--- src/rtl/alu_pkg.sv ---
// Shared definitions for the ALU instruction sequencer: op_func codes,
// legality/multiply decode and the controller state encoding.
package alu_pkg;

  localparam int OPF_W = 6;

  typedef logic [OPF_W-1:0] op_func_t;

  // {op_code, func_code} encodings understood by the ALU
  localparam op_func_t OPF_ADD  = 6'b000000;
  localparam op_func_t OPF_SUB  = 6'b000001;
  localparam op_func_t OPF_AND  = 6'b000010;
  localparam op_func_t OPF_OR   = 6'b000011;
  localparam op_func_t OPF_XOR  = 6'b000100;
  localparam op_func_t OPF_SLT  = 6'b010000;
  localparam op_func_t OPF_MULU = 6'b010001;
  localparam op_func_t OPF_MULS = 6'b010010;
  localparam op_func_t OPF_SLL  = 6'b010100;
  localparam op_func_t OPF_SRL  = 6'b010101;
  localparam op_func_t OPF_SRA  = 6'b010110;
  localparam op_func_t OPF_NOR  = 6'b010111;
  localparam op_func_t OPF_SLTU = 6'b011000;
  localparam op_func_t OPF_ROL  = 6'b011001;
  localparam op_func_t OPF_ROR  = 6'b011010;

  typedef enum logic [2:0] {
    ST_IDLE  = 3'd0,
    ST_READ  = 3'd1,
    ST_EXEC  = 3'd2,
    ST_WB_LO = 3'd3,
    ST_WB_HI = 3'd4
  } state_t;

  // Per-instruction control captured at the handshake
  typedef struct packed {
    logic [1:0] op_code;
    logic [3:0] func_code;
    logic       illegal;
    logic       mul;
  } instr_ctl_t;

  function automatic logic is_legal(input op_func_t f);
    case (f)
      OPF_ADD, OPF_SUB, OPF_AND, OPF_OR, OPF_XOR,
      OPF_SLT, OPF_MULU, OPF_MULS, OPF_SLL, OPF_SRL,
      OPF_SRA, OPF_NOR, OPF_SLTU, OPF_ROL, OPF_ROR: return 1'b1;
      default:                                      return 1'b0;
    endcase
  endfunction

  function automatic logic is_mul(input op_func_t f);
    return (f == OPF_MULU) || (f == OPF_MULS);
  endfunction

endpackage

--- src/rtl/alu_seq_ctrl.sv ---
// One-instruction-at-a-time ALU sequencer: read operands, run the external
// combinational ALU, write LOW (and HIGH for multiplies) back to the RF.
import alu_pkg::*;

module alu_seq_ctrl #(
  parameter int REG_AW  = 5,
  parameter int HI_REG  = 31,
  parameter bit ZERO_RO = 1'b1
) (
  input  logic              clk,
  input  logic              rst_n,
  input  logic              instr_valid,
  output logic              instr_ready,
  input  logic [1:0]        op_code,
  input  logic [3:0]        func_code,
  input  logic [REG_AW-1:0] rs,
  input  logic [REG_AW-1:0] rt,
  input  logic [REG_AW-1:0] rd,
  output logic [REG_AW-1:0] rf_raddr_a,
  output logic [REG_AW-1:0] rf_raddr_b,
  input  logic [31:0]       rf_rdata_a,
  input  logic [31:0]       rf_rdata_b,
  output logic [1:0]        alu_op_code,
  output logic [3:0]        alu_func_code,
  output logic [31:0]       alu_a,
  output logic [31:0]       alu_b,
  input  logic [31:0]       alu_low,
  input  logic [31:0]       alu_high,
  output logic              rf_we,
  output logic [REG_AW-1:0] rf_waddr,
  output logic [31:0]       rf_wdata,
  output logic              done,
  output logic              illegal,
  output logic              flag_zero,
  output logic              flag_neg
);

  localparam logic [REG_AW-1:0] HI_ADDR = HI_REG[REG_AW-1:0];

  state_t            state, state_nxt;
  instr_ctl_t        ctl_q;
  logic [REG_AW-1:0] rs_q, rt_q, rd_q;
  logic [31:0]       low_q, high_q;
  logic              wr_en;
  logic              accept;
  op_func_t          op_func;

  assign op_func = {op_code, func_code};
  assign accept  = (state == ST_IDLE) && instr_valid;

  // State register
  always_ff @(posedge clk) begin
    if (!rst_n) state <= ST_IDLE;
    else        state <= state_nxt;
  end

  // Next-state: illegal instructions bypass READ/EXEC and retire from WB_LO
  always_comb begin
    state_nxt = state;
    unique case (state)
      ST_IDLE:  if (instr_valid) state_nxt = is_legal(op_func) ? ST_READ : ST_WB_LO;
      ST_READ:  state_nxt = ST_EXEC;
      ST_EXEC:  state_nxt = ST_WB_LO;
      ST_WB_LO: state_nxt = (ctl_q.mul && !ctl_q.illegal) ? ST_WB_HI : ST_IDLE;
      ST_WB_HI: state_nxt = ST_IDLE;
      default:  state_nxt = ST_IDLE;
    endcase
  end

  // Instruction latch; inputs need not be held once accepted
  always_ff @(posedge clk) begin
    if (!rst_n) begin
      ctl_q <= '0;
      rs_q  <= '0;
      rt_q  <= '0;
      rd_q  <= '0;
    end else if (accept) begin
      ctl_q.op_code   <= op_code;
      ctl_q.func_code <= func_code;
      ctl_q.illegal   <= !is_legal(op_func);
      ctl_q.mul       <= is_mul(op_func);
      rs_q            <= rs;
      rt_q            <= rt;
      rd_q            <= rd;
    end
  end

  // Operand capture in READ, result capture in EXEC
  always_ff @(posedge clk) begin
    if (!rst_n) begin
      alu_a  <= '0;
      alu_b  <= '0;
      low_q  <= '0;
      high_q <= '0;
    end else begin
      if (state == ST_READ) begin
        alu_a <= rf_rdata_a;
        alu_b <= rf_rdata_b;
      end
      if (state == ST_EXEC) begin
        low_q  <= alu_low;
        high_q <= alu_high;
      end
    end
  end

  // Status flags track the LOW result of the last legal retired instruction
  always_ff @(posedge clk) begin
    if (!rst_n) begin
      flag_zero <= 1'b0;
      flag_neg  <= 1'b0;
    end else if (state == ST_WB_LO && !ctl_q.illegal) begin
      flag_zero <= (low_q == 32'd0);
      flag_neg  <= low_q[31];
    end
  end

  // ALU controls come straight from the latch so they stay stable READ..WB_HI
  assign alu_op_code   = ctl_q.op_code;
  assign alu_func_code = ctl_q.func_code;

  // Per-state outputs
  always_comb begin
    instr_ready = 1'b0;
    rf_raddr_a  = '0;
    rf_raddr_b  = '0;
    wr_en       = 1'b0;
    rf_waddr    = '0;
    rf_wdata    = '0;
    done        = 1'b0;
    illegal     = 1'b0;
    unique case (state)
      ST_IDLE: instr_ready = 1'b1;
      ST_READ: begin
        rf_raddr_a = rs_q;
        rf_raddr_b = rt_q;
      end
      ST_EXEC: ;
      ST_WB_LO: begin
        if (ctl_q.illegal) begin
          done    = 1'b1;
          illegal = 1'b1;
        end else begin
          wr_en    = 1'b1;
          rf_waddr = rd_q;
          rf_wdata = low_q;
          done     = !ctl_q.mul;
        end
      end
      ST_WB_HI: begin
        wr_en    = 1'b1;
        rf_waddr = HI_ADDR;
        rf_wdata = high_q;
        done     = 1'b1;
      end
      default: ;
    endcase
  end

  // Register 0 may be read-only: the write is dropped but the instruction still retires
  assign rf_we = wr_en && !(ZERO_RO && (rf_waddr == '0));

endmodule
--- config.mk ---
export PLATFORM = sky130hd
export DESIGN_NAME = alu_seq_ctrl
export DESIGN_NICKNAME = d
export VERILOG_FILES = /design/src/rtl/alu_pkg.sv /design/src/rtl/alu_seq_ctrl.sv
export SDC_FILE = /design/constraint.sdc
export NUM_CORES = 1
export LEC_CHECK = 0
export CAP_MARGIN = 5
export CELL_PAD_IN_SITES_DETAIL_PLACEMENT = 0
export CELL_PAD_IN_SITES_GLOBAL_PLACEMENT = 1
export CORE_MARGIN = 10
export CORE_UTILIZATION = 30
export DETAILED_ROUTE_END_ITERATION = 8
export PLACE_DENSITY_LB_ADDON = 0.05
export SYNTH_ARGS = -nofsm -noshare
export SYNTH_HDL_FRONTEND = slang
export SYNTH_SLANG_ARGS = --single-unit
--- constraint.sdc ---
create_clock -name clk -period 2.35 [get_ports clk]
set_input_delay 0.705 -clock clk [delete_from_list [all_inputs] [get_ports clk]]
set_output_delay 0.705 -clock clk [all_outputs]
set_load 0.02 [all_outputs]
==> flow_summary.toml, run 1 <==
[run_status]
status = "complete, but fails checks"
violations = "negative setup slack"

[grt]
grt_use_total_pct = 15.9
grt_max_degree = 85
grt_pass1_wl_um = 35300
overflow = 0
grt_pass1_vias = 5918
antenna_found_initial = 1

[place]
port_buffers = 274
gp_congestion = 0.753
dpl.hpwl_um = 16600
placed_area_sq_um = 9550

[critical_path]
cp.buffers_inverters = 4
regToRegEndpoint = "alu_a[27]"
cp_top_family = "buffers and inverters"
r2r_slack_ns = 0.58
reg2reg_from = "state[2]"
path_cells = "nand2_2 -> nor3_4 -> buf_6 -> buf_6 -> buf_16 -> a22o_1 -> buf_6"
crit_top_cell = "buf_6"
critPathKind = "reg -> out"
path_max_fanout = 12
crit_arrival_ns = 1.70
slowest_delay_ns = 0.35
crit_path_end_kind = "output pin"
cp.required_ns = 1.64
slowest_stage = "dfxtp_2"
worstRegToRegCells = 6
startpoint_type = "flip-flop"

[clock_network]
htree_levels = 4
root_buffer = "clkbuf_16"
cts_tree = "done"
clk_pin_slew_ns = 0.06
cts_buffers = 17
clock-sinks = 156
cts_buffer_depth = 2
postCtsHoldBufs = 0
clkLatencyLatePin_ns = 0.42

[worst_hold_path]
hold_class = "reg -> reg"
hold_end = "rt_q[1]"
min_from = "rt_q[1]"
holdPathStages = 2

[logic_synthesis]
synth_xor_area_share_pct = 0.137
synth_top_family_by_area = "simple AND/OR/NAND/NOR gates"
synthMuxAreaShare_pct = 0.156
postSynthCellCount = 776
avgSynthCellArea_sq_um = 8.27
synth_compound_area_share_pct = 22.8
yosys.area_share.simple_pct = 23.2
synth-seq-cells = 156
synth_cell_type_count = 31
seq_area_frac_synth_pct = 48.7
synth_nets = 928
synth_fa_ha_area_share_pct = 0
yosysWarnings = 0
synth.cell_area_sq_um = 6410

[power_and_ir_drop]
peakVddDrop_v = 0.000446
p_comb_share_pct = 16.8
power.total_mw = 6.98
leakagePower_nw = 3.91
p_sw_mw = 1.81
p_per_area_nw_per_um2 = 683
intPower_mw = 5.18
pwr-share-seq_pct = 41.8
pwr-share-clk_pct = 41.3
sw_frac_of_total_pct = 25.9

[detailed_routing]
wirelength_um = 23100
viasPerCell = 4.53
first_iter_violations = 294
num_vias = 6012
ant_nets = 0
drtPass1Iterations = 4
wire_per_inst_um = 17.4
drc = 0

[floorplanning]
num_rows = 53
initial_utilization_pct = 30.5
coreArea_sq_um = 21000
die_h_um = 166
dieWidth_um = 166
boundaryPins = 275
die_area_sq_um = 27600

[timing]
timing.hold.ws_ns = 0.447
finalCritPeriodShare_pct = 102
final.min_clock_period_ns = 2.41
worst_slew_pin_slew_ns = 0.635
relSlewSlack_pct = 57.7
setup_violations = 23
drv_slew = 0
rsz0062_at_grt = "true"
fin_ws_ns = -0.0582
fmax_ghz = 0.415
hold_viol = 0
skew_ns = 0.0125

[finish]
nets = 1191
stdcell_area_sq_um = 10200
n_fill_cell = 2084
final_util_pct = 48.6
final_layout_size_suffix_gt1_share_pct = 12.7
synthToLayoutAreaGrowth_pct = 59.4

[job]
cap_violations = 0
## logic make-up after synthesis
| group | Yosys count |
|---|---|
| compound gates | 190 |
| xor+xnor | 1 |
| buf+inv | 66 |
| flops | 156 |
| mux | 1 |
| simple gates | 362 |
## what timing repair did
action / 4_1_cts / 5_1_grt
pin swaps: 0 / 6
endpoints found under the setup margin: 51 / 48
cloned: 1 / 1
gates resized for setup: 225 / 47
buffers inserted: 1 / 5
## cell type report
type	instances	area (sq um)	share of cell area [%]
sequential	156	3130	30.6
timing repair buffer	310	3120	30.5
multi-input combinational	554	3010	29.4
clock buffer	21	460	4.50
tap	275	344	3.37
clock inverter	11	159	1.55
antenna	1	2.50	0.0245
## cell usage after synthesis
| library cell | count | share of area, % |
|---|---|---|
| or4_1 | 1 | 0.12 |
| and2_1 | 13 | 1.3 |
| mux2i_1 | 1 | 0.16 |
| or3b_1 | 1 | 0.14 |
| clkbuf_1 | 23 | 1.3 |
| o21ai_0 | 2 | 0.16 |
| a21boi_0 | 11 | 1.3 |
| a21oi_1 | 1 | 0.078 |
| nand4_1 | 2 | 0.20 |
| nor4_1 | 6 | 0.59 |
| nand3_1 | 2 | 0.16 |
| xor2_1 | 1 | 0.14 |
| nor3_4 | 1 | 0.25 |
| a22o_1 | 32 | 4.4 |
| buf_4 | 8 | 0.94 |
| nor4b_1 | 1 | 0.14 |
| dfxtp_1 | 156 | 49 |
| buf_2 | 35 | 2.7 |
| nor2_1 | 5 | 0.29 |
| nand2_2 | 1 | 0.098 |
| nor3b_1 | 2 | 0.23 |
| nand2_1 | 315 | 18 |
| nor3b_2 | 1 | 0.20 |
| and3_1 | 1 | 0.098 |
| nor3_1 | 3 | 0.23 |
| nand3b_1 | 2 | 0.23 |
| nor2b_1 | 4 | 0.39 |
| nor3_2 | 1 | 0.16 |
| a21boi_1 | 140 | 16 |
| o41ai_1 | 2 | 0.27 |
| o31ai_1 | 2 | 0.23 |
## routing by layer
layer	vias up	wire, um	track usage [%]
met3	22	1590	5.51
met2	181	10600	25.2
met4	0	325	4.85
met1	2717	10600	19.8
met5	-	0	0
li1	3092	-	-
## metrics by stage
stage	TNS, ns	cells	setup WS [ns]
after floorplan	0	776	0.332
after global placement	-0.0524	1287	-0.0382
after detailed placement	-0.197	1287	-0.0358
after CTS	-1.44	1321	-0.104
after global routing	-3.33	1328	-0.144
final	-0.797	1328	-0.0582
## cell usage in the layout, fill, tap and decap left out, types with 2 or more instances in the layout
cell | Yosys | final
nand2_1 | 315 | 312
clkdlybuf4s50_1 | 0 | 222
dfxtp_1 | 156 | 152
a21boi_1 | 140 | 140
buf_4 | 8 | 34
a22o_1 | 32 | 31
buf_6 | 0 | 22
clkbuf_16 | 0 | 18
buf_2 | 35 | 16
buf_12 | 0 | 12
and2_1 | 13 | 11
a21boi_0 | 11 | 11
nor4_1 | 6 | 6
nor2_1 | 5 | 5
nand2_2 | 1 | 4
nor2b_1 | 4 | 4
dfxtp_2 | 0 | 4
nor3_1 | 3 | 3
clkinvlp_4 | 0 | 3
bufinv_16 | 0 | 3
o31ai_1 | 2 | 2
nor3b_1 | 2 | 2
o41ai_1 | 2 | 2
nand3b_1 | 2 | 2
nand4_1 | 2 | 2
nand3_1 | 2 | 2
clkbuf_1 | 23 | 2
clkbuf_8 | 0 | 2
clkinv_4 | 0 | 2
inv_6 | 0 | 2
## state kept, by name, indices dropped and copies added, names as in the netlist
register and count:
low_q 32, rt_q 5, alu_a 32, alu_func_code 4
alu_b 32, state 3, flag_zero 1, alu_op_code 2
rd_q 5, flag_neg 1, high_q 32, ctl_q 2
rs_q 5
## worst max path at each step
stage          depth (start not counted)      from            to
2_1_floorplan                          5  state[1]   rf_wdata[0]
3_5_place_dp                           5  state[0]   rf_wdata[2]
5_1_grt                                7  state[1]  rf_wdata[17]
4_1_cts                                5  state[1]  rf_wdata[14]
6_report                               7  state[1]  rf_wdata[11]
3_3_place_gp                           5  state[0]   rf_wdata[2]
## worst min-delay path, cell delays in order, from the launching register on
cell	delay [ns]
dfxtp_1	0.30
nand2_1	0.05
a21boi_1	0.05
## power by group through the flow
stage	Sequential, mW	Clock, mW	Combinational [mW]
final	2.92	2.89	1.18
after CTS	2.92	2.97	1.18
after detailed placement	2.98	0	1.17
after floorplan	3.03	0	0.487
after global routing	2.94	3.09	1.28
after global placement	2.98	0	1.16
Power figures use the tool's default switching activity.
==> run 2, diff against run 1 <==
- CORE_UTILIZATION: 30 -> 44
- DONT_BUFFER_PORTS: not set -> 1
- GPL_TIMING_DRIVEN: not set -> 0
==> run 2 against run 1 <==
  * The flow now finishes without violations
  * Via count fell by 11%
  * Combinational power fell by 43%
  * Final cell count fell by 25%
  * First-iteration DRC count fell by 14%
  * Utilization rose by 5.5 points
  * Design area fell by 24%
  * Wire length fell by 11%
  * Maximum frequency rose by 5.4%
  * Die area fell by 28%
  * Sequential share of layout area rose by 9.5 points
==> flow_summary.toml, run 2 (synthesis results as in run 1) <==
[finish]
synthToLayoutAreaGrowth_pct = 21.6
layout_common_cells = "nand2_1, dfxtp_1, a21boi_1"
final-seq-area_sq_um = 3130
nets = 953
final_layout_size_suffix_gt1_share_pct = 17.1
diodes = 0
multi_input_area_sq_um = 3310
layout.cells.most_common = "nand2_1"
n_fill_cell = 1388

[job]
cap_violations = 0

[clock_network]
clkLatencyLatePin_ns = 0.42
cts_tree = "done"
cts_buffer_depth = 2
clk_pin_slew_ns = 0.06
postCtsHoldBufs = 0
htree_levels = 4
cts_buffers = 17
root_buffer = "clkbuf_16"
clock-sinks = 156

[place]
dpl.hpwl_um = 16000
gp_congestion = 0.804
port_buffers = 0
post-place-ws_ns = -0.0905

[floorplanning]
die_h_um = 141
die_area_sq_um = 19800
coreArea_sq_um = 14400
num_rows = 44
boundaryPins = 275
initial_utilization_pct = 44.5
dieWidth_um = 141

[timing]
skew_ns = 0.0101
finalCritPeriodShare_pct = 97.2
final.min_clock_period_ns = 2.28
setup_violations = 0
drv_slew = 0
relSlewSlack_pct = 46.5
hold_viol = 0
worst_slew_pin_slew_ns = 0.800
timing.hold.ws_ns = 0.414
rsz0062_at_grt = "false"
fin_ws_ns = 0.0652
fmax_ghz = 0.438

[grt]
grt_max_degree = 17
grt_use_total_pct = 20.1
overflow = 0
grt_pass1_wl_um = 31100
antenna_found_initial = 0
grt_pass1_vias = 5333

[power_and_ir_drop]
power.total_mw = 6.60
p_per_area_nw_per_um2 = 846
leakagePower_nw = 3.08
peakVddDrop_v = 0.000509

[detailed_routing]
ant_nets = 0
viasPerCell = 5.36
num_vias = 5334
drc = 0
wire_per_inst_um = 20.6
first_iter_violations = 253
wirelength_um = 20500
drtPass1Iterations = 5

[critical_path]
crit_arrival_ns = 1.58
critPathKind = "reg -> out"
startpoint_type = "flip-flop"
crit_path_end_kind = "output pin"
cp.required_ns = 1.64
path_max_fanout = 10

[worst_hold_path]
hold_class = "in -> reg"

[run_status]
status = "completed"
## run 2: cell count changes in the layout (fill, tap and decap cells not counted), sizes merged
| cell | change |
|---|---|
| buf | -33 |
| bufinv | +1 |
| clkbuf | +19 |
| clkdlybuf4s50 | -222 |
| clkinvlp | -2 |
| diode | -1 |
| dlygate4sd2 | -1 |
| inv | -3 |
## run 2: final cells by class
cell class,count,area share (%)
Buffer,63,5.21
Sequential cell,156,40.1
Tap cell,184,2.95
Timing Repair Buffer,9,1.33
Multi-Input combinational cell,554,42.4
Clock inverter,7,1.76
Clock buffer,22,6.21
## run 2: power breakdown
group | internal [mW] | switching (mW) | total, mW | leakage [nW]
Sequential | 2.82 | 0.217 | 3.03 | 1.27
Clock | 1.87 | 1.02 | 2.89 | 0.304
Combinational | 0.270 | 0.405 | 0.675 | 1.50
## run 2: per-stage QoR
| step | area (sq um) | instances | setup TNS (ns) | utilization [%] |
|---|---|---|---|---|
| after floorplan | 6410 | 776 | 0 | - |
| after global placement | 6640 | 960 | -0.979 | 46.1 |
| after detailed placement | 6640 | 960 | -1.46 | 46.1 |
| after CTS | 7720 | 994 | -0.340 | 53.5 |
| after global routing | 7800 | 995 | 0 | 54.1 |
| final | 7800 | 995 | 0 | 54.1 |
## run 2: worst paths after layout
kind	slack, ns	to	cells past startpoint	from
worst min register to register	0.45	rt_q[3]	2	rt_q[3]
worst max register to register	0.56	rd_q[4]	7	state[1]
worst max-delay path	0.07	rf_wdata[23]	5	state[2]
worst min-delay path	0.41	low_q[18]	2	alu_low[18]
## run 2: worst max-delay path, stage by stage (launching register included)
cell     delay, ns
dfxtp_2       0.33
buf_6         0.14
nor3_4        0.19
buf_12        0.17
buf_12        0.15
a22o_4        0.17
## run 2: metal layers
layer	vias to the layer above	global-route usage, %	routed length (um)
li1	2604	-	-
met1	2502	22.0	7820
met2	209	33.0	9890
met3	19	10.4	2500
met4	0	6.09	282
met5	-	0	0
## run 2: repair_timing
item,4_1_cts,5_1_grt
setup buffers,5,2
hold endpoints to repair,0,0
setup endpoints to repair,50,49
gates cloned,2,0
resized for setup,106,24
pin swaps,1,3
==> run 3, diff against run 2 <==
- CTS_CLUSTER_SIZE: not set -> 8
==> results of run 3 <==
The final DEF is identical to that of run 2; final timing and power are the same.
